<file path="src/rtl/avfs_pkg.sv">
// Shared constants for the AVFS controller: register map, field positions,
// reset defaults and the frequency clamp helper.
package avfs_pkg;

  localparam logic [7:0] ADDR_CTRL   = 8'h00;
  localparam logic [7:0] ADDR_WINDOW = 8'h04;
  localparam logic [7:0] ADDR_THRESH = 8'h08;
  localparam logic [7:0] ADDR_LIMITS = 8'h0C;
  localparam logic [7:0] ADDR_STATUS = 8'h10;

  localparam int CTRL_EN_BIT   = 0;
  localparam int CTRL_MAN_BIT  = 1;
  localparam int CTRL_MANF_LSB = 4;
  localparam int THRESH_HI_LSB = 16;
  localparam int LIMITS_MAX_LSB = 8;

  localparam logic [15:0] WINDOW_RST = 16'd16;
  localparam logic [15:0] LO_RST     = 16'd4;
  localparam logic [15:0] HI_RST     = 16'd12;
  localparam logic [3:0]  MIN_RST    = 4'd0;
  localparam logic [3:0]  MAX_RST    = 4'd15;
  localparam logic [3:0]  FREQ_RST   = 4'd8;

  function automatic logic [3:0] clamp(input logic [3:0] f, input logic [3:0] lo,
                                       input logic [3:0] hi);
    if (f < lo)      clamp = lo;
    else if (f > hi) clamp = hi;
    else             clamp = f;
  endfunction

endpackage

</file>
<file path="src/rtl/avfs_activity_monitor.sv">
// Window and activity counters; pulses done on the last window cycle with the
// window's total (including the current cycle's activity).
module avfs_activity_monitor
  import avfs_pkg::*;
(
  input  logic        clk,
  input  logic        rst_n,
  input  logic        en,
  input  logic        restart,
  input  logic        activity,
  input  logic [15:0] window,
  output logic        done,
  output logic [15:0] total
);

  logic [15:0] win_cnt, act_cnt;
  logic        last;

  // >= rather than == so a window shrink can never strand the counter
  assign last  = (win_cnt >= window - 16'd1);
  assign total = act_cnt + {15'd0, activity};
  assign done  = en && !restart && last;

  always_ff @(posedge clk) begin
    if (!rst_n || !en || restart || last) begin
      win_cnt <= '0;
      act_cnt <= '0;
    end else begin
      win_cnt <= win_cnt + 16'd1;
      act_cnt <= total;
    end
  end

endmodule

</file>
<file path="src/rtl/avfs_controller.sv">
// AVFS controller top: register file, per-window freq step, clamp and read mux.
// Optional AVFS_MANUAL_EN adds the CTRL MAN/MAN_FREQ manual override.
module avfs_controller
  import avfs_pkg::*;
(
  input  logic        clk,
  input  logic        rst_n,
  input  logic        activity,
  output logic [3:0]  freq_sel,
  input  logic        apb_sel,
  input  logic        apb_we,
  input  logic [7:0]  apb_addr,
  input  logic [31:0] apb_wdata,
  output logic [31:0] apb_rdata
);

  logic        en, man;
  logic [3:0]  man_freq, min_f, max_f, freq, freq_next, step;
  logic [15:0] window, lo, hi, status_cnt, win_total;
  logic        wr, restart, win_done;

  assign wr       = apb_sel && apb_we;
  assign restart  = wr && (apb_addr == ADDR_WINDOW || apb_addr == ADDR_THRESH);
  assign freq_sel = freq;

  avfs_activity_monitor u_mon (
    .clk      (clk),
    .rst_n    (rst_n),
    .en       (en && !man),
    .restart  (restart),
    .activity (activity),
    .window   (window),
    .done     (win_done),
    .total    (win_total)
  );

`ifdef AVFS_MANUAL_EN
  always_ff @(posedge clk) begin
    if (!rst_n) begin
      man      <= 1'b0;
      man_freq <= 4'd0;
    end else if (wr && apb_addr == ADDR_CTRL) begin
      man      <= apb_wdata[CTRL_MAN_BIT];
      man_freq <= apb_wdata[CTRL_MANF_LSB +: 4];
    end
  end
`else
  assign man      = 1'b0;
  assign man_freq = 4'd0;
`endif

  // Step, then clamp against the limits in force before this edge, so a
  // LIMITS write pulls freq in one cycle later.
  always_comb begin
    step = freq;
    if (en && man) step = man_freq;
    else if (win_done) begin
      if (win_total >= hi && freq < max_f)     step = freq + 4'd1;
      else if (win_total <= lo && freq > min_f) step = freq - 4'd1;
    end
    freq_next = clamp(step, min_f, max_f);
  end

  always_ff @(posedge clk) begin
    if (!rst_n) begin
      en         <= 1'b1;
      window     <= WINDOW_RST;
      lo         <= LO_RST;
      hi         <= HI_RST;
      min_f      <= MIN_RST;
      max_f      <= MAX_RST;
      freq       <= FREQ_RST;
      status_cnt <= '0;
    end else begin
      freq <= freq_next;
      if (win_done) status_cnt <= win_total;
      if (wr) begin
        case (apb_addr)
          ADDR_CTRL:   en <= apb_wdata[CTRL_EN_BIT];
          ADDR_WINDOW: window <= (apb_wdata[15:0] == 16'd0) ? 16'd1 : apb_wdata[15:0];
          ADDR_THRESH: begin
            lo <= apb_wdata[15:0];
            hi <= apb_wdata[THRESH_HI_LSB +: 16];
          end
          ADDR_LIMITS:
            if (apb_wdata[3:0] <= apb_wdata[LIMITS_MAX_LSB +: 4]) begin
              min_f <= apb_wdata[3:0];
              max_f <= apb_wdata[LIMITS_MAX_LSB +: 4];
            end
          default: ;
        endcase
      end
    end
  end

  always_comb begin
    apb_rdata = '0;
    if (apb_sel && !apb_we) begin
      case (apb_addr)
        ADDR_CTRL:   apb_rdata = {24'd0, man_freq, 2'd0, man, en};
        ADDR_WINDOW: apb_rdata = {16'd0, window};
        ADDR_THRESH: apb_rdata = {hi, lo};
        ADDR_LIMITS: apb_rdata = {20'd0, max_f, 4'd0, min_f};
        ADDR_STATUS: apb_rdata = {status_cnt, 12'd0, freq};
        default:     apb_rdata = '0;
      endcase
    end
  end

endmodule

</file>
<file path="config.mk">
export PLATFORM = sky130hd
export DESIGN_NAME = avfs_controller
export DESIGN_NICKNAME = d
export VERILOG_FILES = /design/src/rtl/avfs_pkg.sv /design/src/rtl/avfs_activity_monitor.sv /design/src/rtl/avfs_controller.sv
export SDC_FILE = /design/constraint.sdc
export NUM_CORES = 1
export LEC_CHECK = 0
export CAP_MARGIN = 25
export CORE_ASPECT_RATIO = 1.25
export CORE_MARGIN = 5
export CORE_UTILIZATION = 45
export DETAILED_ROUTE_END_ITERATION = 10
export PLACE_DENSITY = 0.67
export SLEW_MARGIN = 40
export SYNTH_ARGS = -nofsm -noshare
export SYNTH_HDL_FRONTEND = slang
export SYNTH_SLANG_ARGS = --single-unit
</file>
<file path="constraint.sdc">
create_clock -name clk -period 8.2 [get_ports clk]
set_input_delay 0.82 -clock clk [delete_from_list [all_inputs] [get_ports clk]]
set_output_delay 0.82 -clock clk [all_outputs]
set_load 0.05 [all_outputs]
</file>
==> run summary, run 1 <==
The tree is rooted in a sky130_fd_sc_hd__clkbuf_16. The post-place setup slack is 1.37 ns. The HPWL after detailed placement is 14500 µm. Setup violations remaining at the end of the flow were counted as 0. The average cell area after synthesis is 7.85 µm². The flow ran to the end, and the final reports show no timing, DRC or antenna violations.

The number of distinct standard cells referenced by the synthesized netlist is 60. The summed instance area of the synthesized netlist is 0.00683 mm². After detailed placement, the total cell area comes to 0.00782 mm².

The number of max-capacitance violations reported is 0. The worst voltage drop across the vdd grid is 0.0000904 V. In the routed design, unresolved DRC markers number 0. The fill cell instance count of the final layout came out at 1438. The number of buffers inserted for hold repair after clock tree synthesis is 0. The final net count came out at 1048.

The finished cells cover 0.00810 mm². After the first detailed-routing iteration, the DRC count stood at 245. The number of enable-type register cells in the synthesized netlist is 0. The part of the Yosys area used for sequential elements is 31.9%. TritonCTS created 9 clock buffers. Data on the critical path is required at its endpoint by 8.45 ns. The fraction of synthesis flops using an asynchronous set or reset pin came out at 0%. The final core utilization is 54.2%. The floorplan die area is 0.0178 mm². The number of standard cells after synthesis is 870. Dividing total power by cell area gives a power density of 147 mW/mm². The average vias per placed instance is 5.55. The effective utilization at floorplan came out at 45.7%.

The global-route usage over all layers is 21.4%. The transition time at the pin with the least slew margin is 0.814 ns. The final hold violation count came to 0.

The minimum clock period after layout is 6.53 ns. The proportion of power drawn by the clock network is 36.3%. The number of pins exceeding their max-slew limit in the final report came to 0. The top-level port count came out at 81. The design internal power came out at 846 µW. Of the cells placed in the final design, the portion with a size suffix greater than 1 is 5.45%. The sum of overflow across all layers after global routing came out at 0. The floorplan step set the die width to 120 µm.

Among all flip-flop cells after synthesis, the most frequent one is sky130_fd_sc_hd__dfxtp_1. The first-pass GRT wire length came out at 30400 µm. The number of antenna violations at the first check in global routing was 0. In the layout the commonest cells are sky130_fd_sc_hd__nand2_1, sky130_fd_sc_hd__nor2_1, sky130_fd_sc_hd__dfxtp_1, sky130_fd_sc_hd__clkdlybuf4s50_1, sky130_fd_sc_hd__ha_1.

The area added between synthesis and finish came out at 18.6%. The number of global-route vias before repair is 5958. The clock tree from TritonCTS is yes.

The net switching power figure is 343 µW. The flip-flop and latch count after synthesis is 109. The post-detailed-routing wire length is 18800 µm. The largest fanout on the critical path is 6. The height of the die came out at 148 µm. The number of warnings printed during yosys synthesis is 0. The minimum setup slack in the final design is 1.67 ns. Post-CTS timing repair inserted 0 buffers for setup.

Of all cell types, the one taking the most synthesized area is sky130_fd_sc_hd__dfxtp_1. Yosys attributes the largest share of cell area to sky130_fd_sc_hd__dfxtp_1, sky130_fd_sc_hd__ha_1, sky130_fd_sc_hd__nand2_1. The antenna cell count is 0. Entering global routing, the biggest net connects 39 pins.

Setup repair after global routing left no endpoint under its margin. In this run, the combinational gates consume 17.5% of the power. STA classifies the critical path endpoint as a flop.

In the final timing run, aggregate negative setup slack is 0 ns. The level count of the clock H-tree came out at 3. The placement row count came out at 50. The arrival time of the worst setup path came out at 6.78 ns. The total vias in the final route came out at 6200.

Timing would allow up to 153 MHz. The maximum clock path buffer count came out at 2. The worst pin sits at a relative slew slack of 45.8%. Registers are responsible for 46.2% of the overall power. The pre-antenna-repair detailed-routing pass consisted of 5 iterations. The placeable core area is 0.0150 mm². The worst setup path is launched from an input pin.

The number of resized instances in the post-cts repair step came out at 0. The switching share of power came out at 28.9%. The clock transition at the register clock pins on the worst setup and hold paths after CTS is 0.07 ns. The number of nets still failing antenna checks after routing is 0. The final RePlAce weighted congestion came out at 0.893.

The tightest min-delay check is of the flop to flop type. The number of clock sinks came out at 109. The final critical path takes up 79.6% of the cycle. The worst setup path category is input pin to flop. The leakage power is 0.00315 µW.

Leaving out fill and tap cells, the most frequent cell in the layout is sky130_fd_sc_hd__nand2_1. The final clock skew came out at 0.00980 ns. The number of nets in the synthesized netlist is 987. Buffers placed on the I/O ports in this run total 80. The portion of synthesized cell area occupied by the leading cell type came out at 31.9%.

The detail-routed net length per standard cell came out at 16.8 µm. The source-to-sink clock delay at the later pin of the worst-skew pair is 0.36 ns.
==> per-stage QoR <==
step,cells,power [µW],hold slack (ns)
6_report,1118,1190,0.474
5_1_grt,1118,1240,0.501
4_1_cts,1118,1190,0.475
3_5_place_dp,1102,765,0.465
3_3_place_gp,1101,766,0.458
2_1_floorplan,870,696,0.441
==> cells by family (layout without fill, tap and decap cells) <==
logic type	count (synthesis)	in the layout	share of synthesized area [%]
fa+ha+maj	72	72	13.2
flops	109	109	31.9
mux	15	15	2.49
buf+inv	108	174	6.06
simple gates	341	341	22.4
xor+xnor	46	46	6.01
compound gates	179	179	17.9
==> metal layers <==
layer / share of wire [%] / GRT usage, % / vias to the layer above
met5: 0 / 0 / -
met4: 3.2 / 8.25 / 0
met3: 4.3 / 2.41 / 41
met2: 50 / 38.2 / 157
met1: 43 / 26.3 / 2875
li1: - / - / 3127
==> power by group through the flow <==
stage                     registers [µW]  clock network, µW  logic (µW)
final                                549                432         208
after CTS                            549                437         206
after global routing                 550                459         229
after global placement               562                  0         204
after detailed placement             562                  0         204
after floorplan                      570                  0         125
==> Yosys cell counts (2+ instances only) <==
library cell	number
sky130_fd_sc_hd__nand2_1	128
sky130_fd_sc_hd__nor2_1	111
sky130_fd_sc_hd__dfxtp_1	109
sky130_fd_sc_hd__ha_1	72
sky130_fd_sc_hd__inv_1	67
sky130_fd_sc_hd__a21oi_1	66
sky130_fd_sc_hd__clkbuf_1	30
sky130_fd_sc_hd__a22oi_1	29
sky130_fd_sc_hd__xnor2_1	26
sky130_fd_sc_hd__nand3_1	23
sky130_fd_sc_hd__xor2_1	19
sky130_fd_sc_hd__a211oi_1	18
sky130_fd_sc_hd__o21ai_0	14
sky130_fd_sc_hd__a21o_1	11
sky130_fd_sc_hd__nand4_1	11
sky130_fd_sc_hd__nor2b_1	11
sky130_fd_sc_hd__nor3_1	10
sky130_fd_sc_hd__and3_1	9
sky130_fd_sc_hd__nand2b_1	9
sky130_fd_sc_hd__nor4_1	9
sky130_fd_sc_hd__mux2i_1	8
sky130_fd_sc_hd__o211ai_1	8
sky130_fd_sc_hd__buf_2	7
sky130_fd_sc_hd__mux2_2	6
sky130_fd_sc_hd__and2_1	4
sky130_fd_sc_hd__o21a_1	4
sky130_fd_sc_hd__a211o_1	3
sky130_fd_sc_hd__a222oi_1	3
sky130_fd_sc_hd__nor3b_1	3
sky130_fd_sc_hd__a221o_1	2
sky130_fd_sc_hd__a221oi_1	2
sky130_fd_sc_hd__a311oi_1	2
sky130_fd_sc_hd__and3_4	2
sky130_fd_sc_hd__and4_1	2
sky130_fd_sc_hd__buf_1	2
sky130_fd_sc_hd__inv_2	2
sky130_fd_sc_hd__o21bai_1	2
sky130_fd_sc_hd__o31a_1	2
sky130_fd_sc_hd__or2_2	2
sky130_fd_sc_hd__or3_1	2
==> worst paths after layout <==
path	start	end	slack [ns]	cells after the start
min	hi[10]	hi[10]	0.47	2
max reg2reg	window[2]	freq_sel[3]	2.03	25
min reg2reg	hi[10]	hi[10]	0.47	2
max	activity	freq_sel[3]	1.67	24
==> layout make-up <==
class                   count  area (µm²)  share of cell area [%]
multi-input cells         653        4260                    52.6
well taps                 182         228                    2.81
clock buffers              11         243                    3.00
inverters                  69         259                    3.20
repair buffers             89         888                    11.0
clock inverters             5        41.3                   0.510
flip-flops and latches    109        2180                    26.9
==> flip-flops by register name (all words and copies together), names as in the netlist <==
register,cells
status_cnt,16
hi,16
min_f,4
en,1
window,16
u_mon.act_cnt,16
freq_sel,4
lo,16
u_mon.win_cnt,16
max_f,4
==> worst max-delay path, cell delays in order <==
cell and delay [ns]:
sky130_fd_sc_hd__clkdlybuf4s50_1 0.47, sky130_fd_sc_hd__ha_1 0.17, sky130_fd_sc_hd__nand3_1 0.12, sky130_fd_sc_hd__or3_1 0.49, sky130_fd_sc_hd__nor3_1 0.23, sky130_fd_sc_hd__xnor2_1 0.19
sky130_fd_sc_hd__inv_1 0.10, sky130_fd_sc_hd__ha_1 0.30, sky130_fd_sc_hd__nand4_1 0.14, sky130_fd_sc_hd__nor2_1 0.06, sky130_fd_sc_hd__a221o_1 0.29, sky130_fd_sc_hd__a211o_1 0.29
sky130_fd_sc_hd__a211o_2 0.37, sky130_fd_sc_hd__nor3b_1 0.33, sky130_fd_sc_hd__o21ai_0 0.16, sky130_fd_sc_hd__xnor2_1 0.24, sky130_fd_sc_hd__ha_1 0.28, sky130_fd_sc_hd__o21a_1 0.11
sky130_fd_sc_hd__o21a_1 0.17, sky130_fd_sc_hd__o21ai_0 0.52, sky130_fd_sc_hd__nand2b_1 0.15, sky130_fd_sc_hd__a211oi_1 0.37, sky130_fd_sc_hd__a2111oi_4 0.09, sky130_fd_sc_hd__a211o_1 0.30
Power figures use the tool's default switching activity.
==> inputs of run 2 (changes only) <==
Settings changed: PLACE_DENSITY 0.67 to 0.69.
Clock period 8.2 ns to 5.6 ns, I/O delays scaled along.
==> run 2 against run 1 <==
  * Via count is 3.9% higher
  * Design area grew 8.0%
  * Global-route usage about the same
  * Die area unchanged
  * Non-clock buffer count up 54
  * Critical path type is now flop to flop
==> run summary, run 2 (synthesized netlist as in run 1, its figures left out) <==
The final RePlAce weighted congestion came out at 0.928 (+4.0%). The number of pins exceeding their max-slew limit in the final report came out at 0 (unchanged). The clock transition at the register clock pins on the worst setup and hold paths after CTS came out at 0.07 ns (about the same). The first-pass GRT wire length was 30600 µm (+0.54%). The number of clock sinks was 109 (unchanged). The minimum setup slack in the final design came out at 0.278 ns (-1.40 ns). The transition time at the pin with the least slew margin came out at 0.855 ns (+0.0417 ns). The final clock skew came out at 0.00952 ns (-0.000280 ns). The leakage power is 0.00345 µW (+9.8%).

The relative slew slack is 42.8% (-2.9 points). The final cell area excluding filler cells came to 0.00875 mm² (+8.0%). The placement row count is 50 (unchanged).

The post-detailed-routing wire length came out at 19400 µm (+3.6%). The cell with the largest stage delay on the worst path is sky130_fd_sc_hd__dfxtp_1. The area added between synthesis and finish came out at 28.1%.

The largest fanout on the critical path was 5 (-1). The share of layout cells above drive strength 1 came out at 14.3% (+8.8 points). The worst voltage drop across the vdd grid came out at 0.000154 V (+71%). The fill cell instance count of the final layout came to 1359 (-5.5%). The worst hold path cell count is 1 (-1).

The total vias in the final route came out at 6442 (+3.9%). The final net count is 1102 (+5.2%). The number of max-capacitance violations reported came out at 0 (unchanged). The average vias per placed instance came out at 5.50 (-0.80%). The standard cell area after detailed placement was 0.00817 mm² (+4.5%). The detailed placement HPWL is 14700 µm (+1.2%). The register-to-register setup slack is 0.28 ns (-1.75 ns). In this run the critical register-to-register path is captured at freq_sel[3]. The final hold violation count is 0 (unchanged). The startpoint of the lowest-slack hold path is u_mon.win_cnt[0]. The fraction of the cycle the final worst path needs came out at 95.0%. The total power of the final layout is 1860 µW (+57%). The arrival time of the worst setup path came out at 5.56 ns (-1.22 ns). The number of global-route vias before repair came out at 6107 (+2.5%). The number of nets still failing antenna checks after routing came out at 0 (unchanged). The number of CTS-inserted buffers came out at 9 (unchanged). The violation count after the first detailed-routing iteration came out at 386 (+58%). The maximum clock path buffer count came out at 2 (unchanged).

The number of remaining DRC errors came to 0 (unchanged). The design internal power came out at 1340 µW (+58%). The portion of total power attributed to sequential cells is 43.3% (-2.9 points). The sum of overflow across all layers after global routing came out at 0 (unchanged). The detail-routed net length per standard cell came to 16.6 µm (-1.1%). The worst reg2reg path depth is 24 (-4.0%).

The height of the die was 148 µm (unchanged). The data required time of the critical path came out at 5.84 ns (-2.61 ns). The effective utilization at floorplan is 45.7% (unchanged). The proportion of power drawn by the clock network came out at 35.1% (-1.2 points). The worst register-to-register path begins at u_mon.act_cnt[7].

The critical path goes through and3_1, and3_1, nand3_1, nor3_2, xnor2_1, inv_1, ha_1, a21oi_1, nand2_1, a221o_1, a211o_1, a211o_4, nor3b_4, o21ai_1, xnor2_1, ha_1, o21a_1, o21a_1, o21ai_2, nand2b_1, a211oi_2, buf_4, a2111oi_4, a211o_1. The net switching power figure came out at 524 µW (+53%). The antenna cell count came out at 0 (unchanged).

The worst setup path is launched from a flop. The placeable core area came to 0.0150 mm² (unchanged). STA classifies the critical path endpoint as a flop. The worst setup path category is flop to flop. The library cells used most frequently in the layout, excluding fill and tap cells, are sky130_fd_sc_hd__nand2_1, sky130_fd_sc_hd__dfxtp_1, sky130_fd_sc_hd__nor2_1, sky130_fd_sc_hd__clkdlybuf4s50_1, sky130_fd_sc_hd__ha_1. The largest net degree at the start of global routing was 64 (+64%).

The combinational cell fraction of total power was 21.7% (+4.2 points). The run finished with clean final reports. The top-level port count is 81 (unchanged). The dominant delay contributor by cell family on the critical path is compound AO/OA/AOI/OAI gates. The tree is rooted in a sky130_fd_sc_hd__clkbuf_16. The floorplan die area was 0.0178 mm² (unchanged). The library cell used most frequently in the layout, excluding fill and tap cells, is sky130_fd_sc_hd__nand2_1. The global-route usage over all layers came out at 21.4% (-0.033 points).

The number of antenna violations at the first check in global routing is 0 (unchanged). The count of TritonRoute iterations in the first routing pass is 5 (unchanged). TritonCTS built the clock tree. The maximum frequency from static timing analysis is 188 MHz. The buffers plus inverters on the worst setup path is 2 (unchanged). The path class of the lowest-slack min-delay path is flop to flop.

The total power divided by cell area is 213 mW/mm² (+45%). The level count of the clock H-tree is 3 (unchanged). The source-to-sink clock delay at the later pin of the worst-skew pair came out at 0.35 ns (about the same). The die span in x is 120 µm (unchanged).

The post-place setup slack came to -0.424 ns (-1.79 ns). For hold timing, the worst endpoint is u_mon.win_cnt[0]. The total negative setup slack came out at 0 ns (unchanged). The number of failing setup endpoints in the final timing report is 0 (unchanged).

The worst stage delay on the critical path is 0.44 ns (-0.08 ns). The switching share of power came out at 28.2% (-0.70 points). The count of input and output buffers is 80 (unchanged).

The minimum clock period after layout came out at 5.32 ns.
==> run 2: worst max-delay path by stage <==
| stage | slack (ns) | from | depth (start not counted) | end |
|---|---|---|---|---|
| global placement | -0.35 | activity | 26 | freq_sel[3] |
| finish | 0.28 | u_mon.act_cnt[7] | 24 | freq_sel[3] |
| CTS | 0.03 | activity | 24 | freq_sel[3] |
| floorplan | 0.05 | activity | 24 | freq_sel[3] |
| global route | -0.07 | u_mon.act_cnt[7] | 24 | freq_sel[3] |
| detailed placement | -0.42 | activity | 25 | freq_sel[3] |
==> run 2: timing repair <==
item | CTS | global route
resized for setup | 1 | 54
setup endpoints to repair | 1 | 4
hold buffers | 0 | 0
buffers inserted | 0 | 3
pin swaps | 0 | 23
==> run 2: per-layer routing <==
metal	global-route usage, %	share of wire, %	vias to the layer above
met5	0	0	-
met4	7.39	2.5	0
met3	2.79	5.5	35
met2	38.1	50	189
met1	26.4	42	3000
li1	-	-	3218
==> run 2: area by class of cell <==
type | count | area [µm²] | share of cell area, %
Timing Repair Buffer | 143 | 1280 | 14.6
Sequential cell | 109 | 2180 | 24.9
Clock inverter | 6 | 68.8 | 0.786
Multi-Input combinational cell | 653 | 4510 | 51.5
Tap cell | 182 | 228 | 2.60
Clock buffer | 9 | 225 | 2.57
Inverter | 69 | 259 | 2.96
==> run 2: through the flow <==
step | instances | util (%) | hold WS, ns
6_report | 1171 | 58.5 | 0.474
3_3_place_gp | 1153 | 54.7 | 0.456
4_1_cts | 1168 | 56.6 | 0.477
2_1_floorplan | 870 | - | 0.441
3_5_place_dp | 1153 | 54.7 | 0.464
5_1_grt | 1171 | 58.5 | 0.504
==> run 2: power groups by stage <==
stage	Sequential (µW)	Combinational [µW]	Clock, µW
floorplan	835	183	0
global placement	823	348	0
detailed placement	823	351	0
CTS	805	352	665
global route	806	439	693
finish	805	404	653
==> inputs of run 3 (changes only) <==
Settings changed: CAP_MARGIN 25 to unset.
==> results of run 3 <==
Final layout, timing and power as in run 2 (identical DEF).
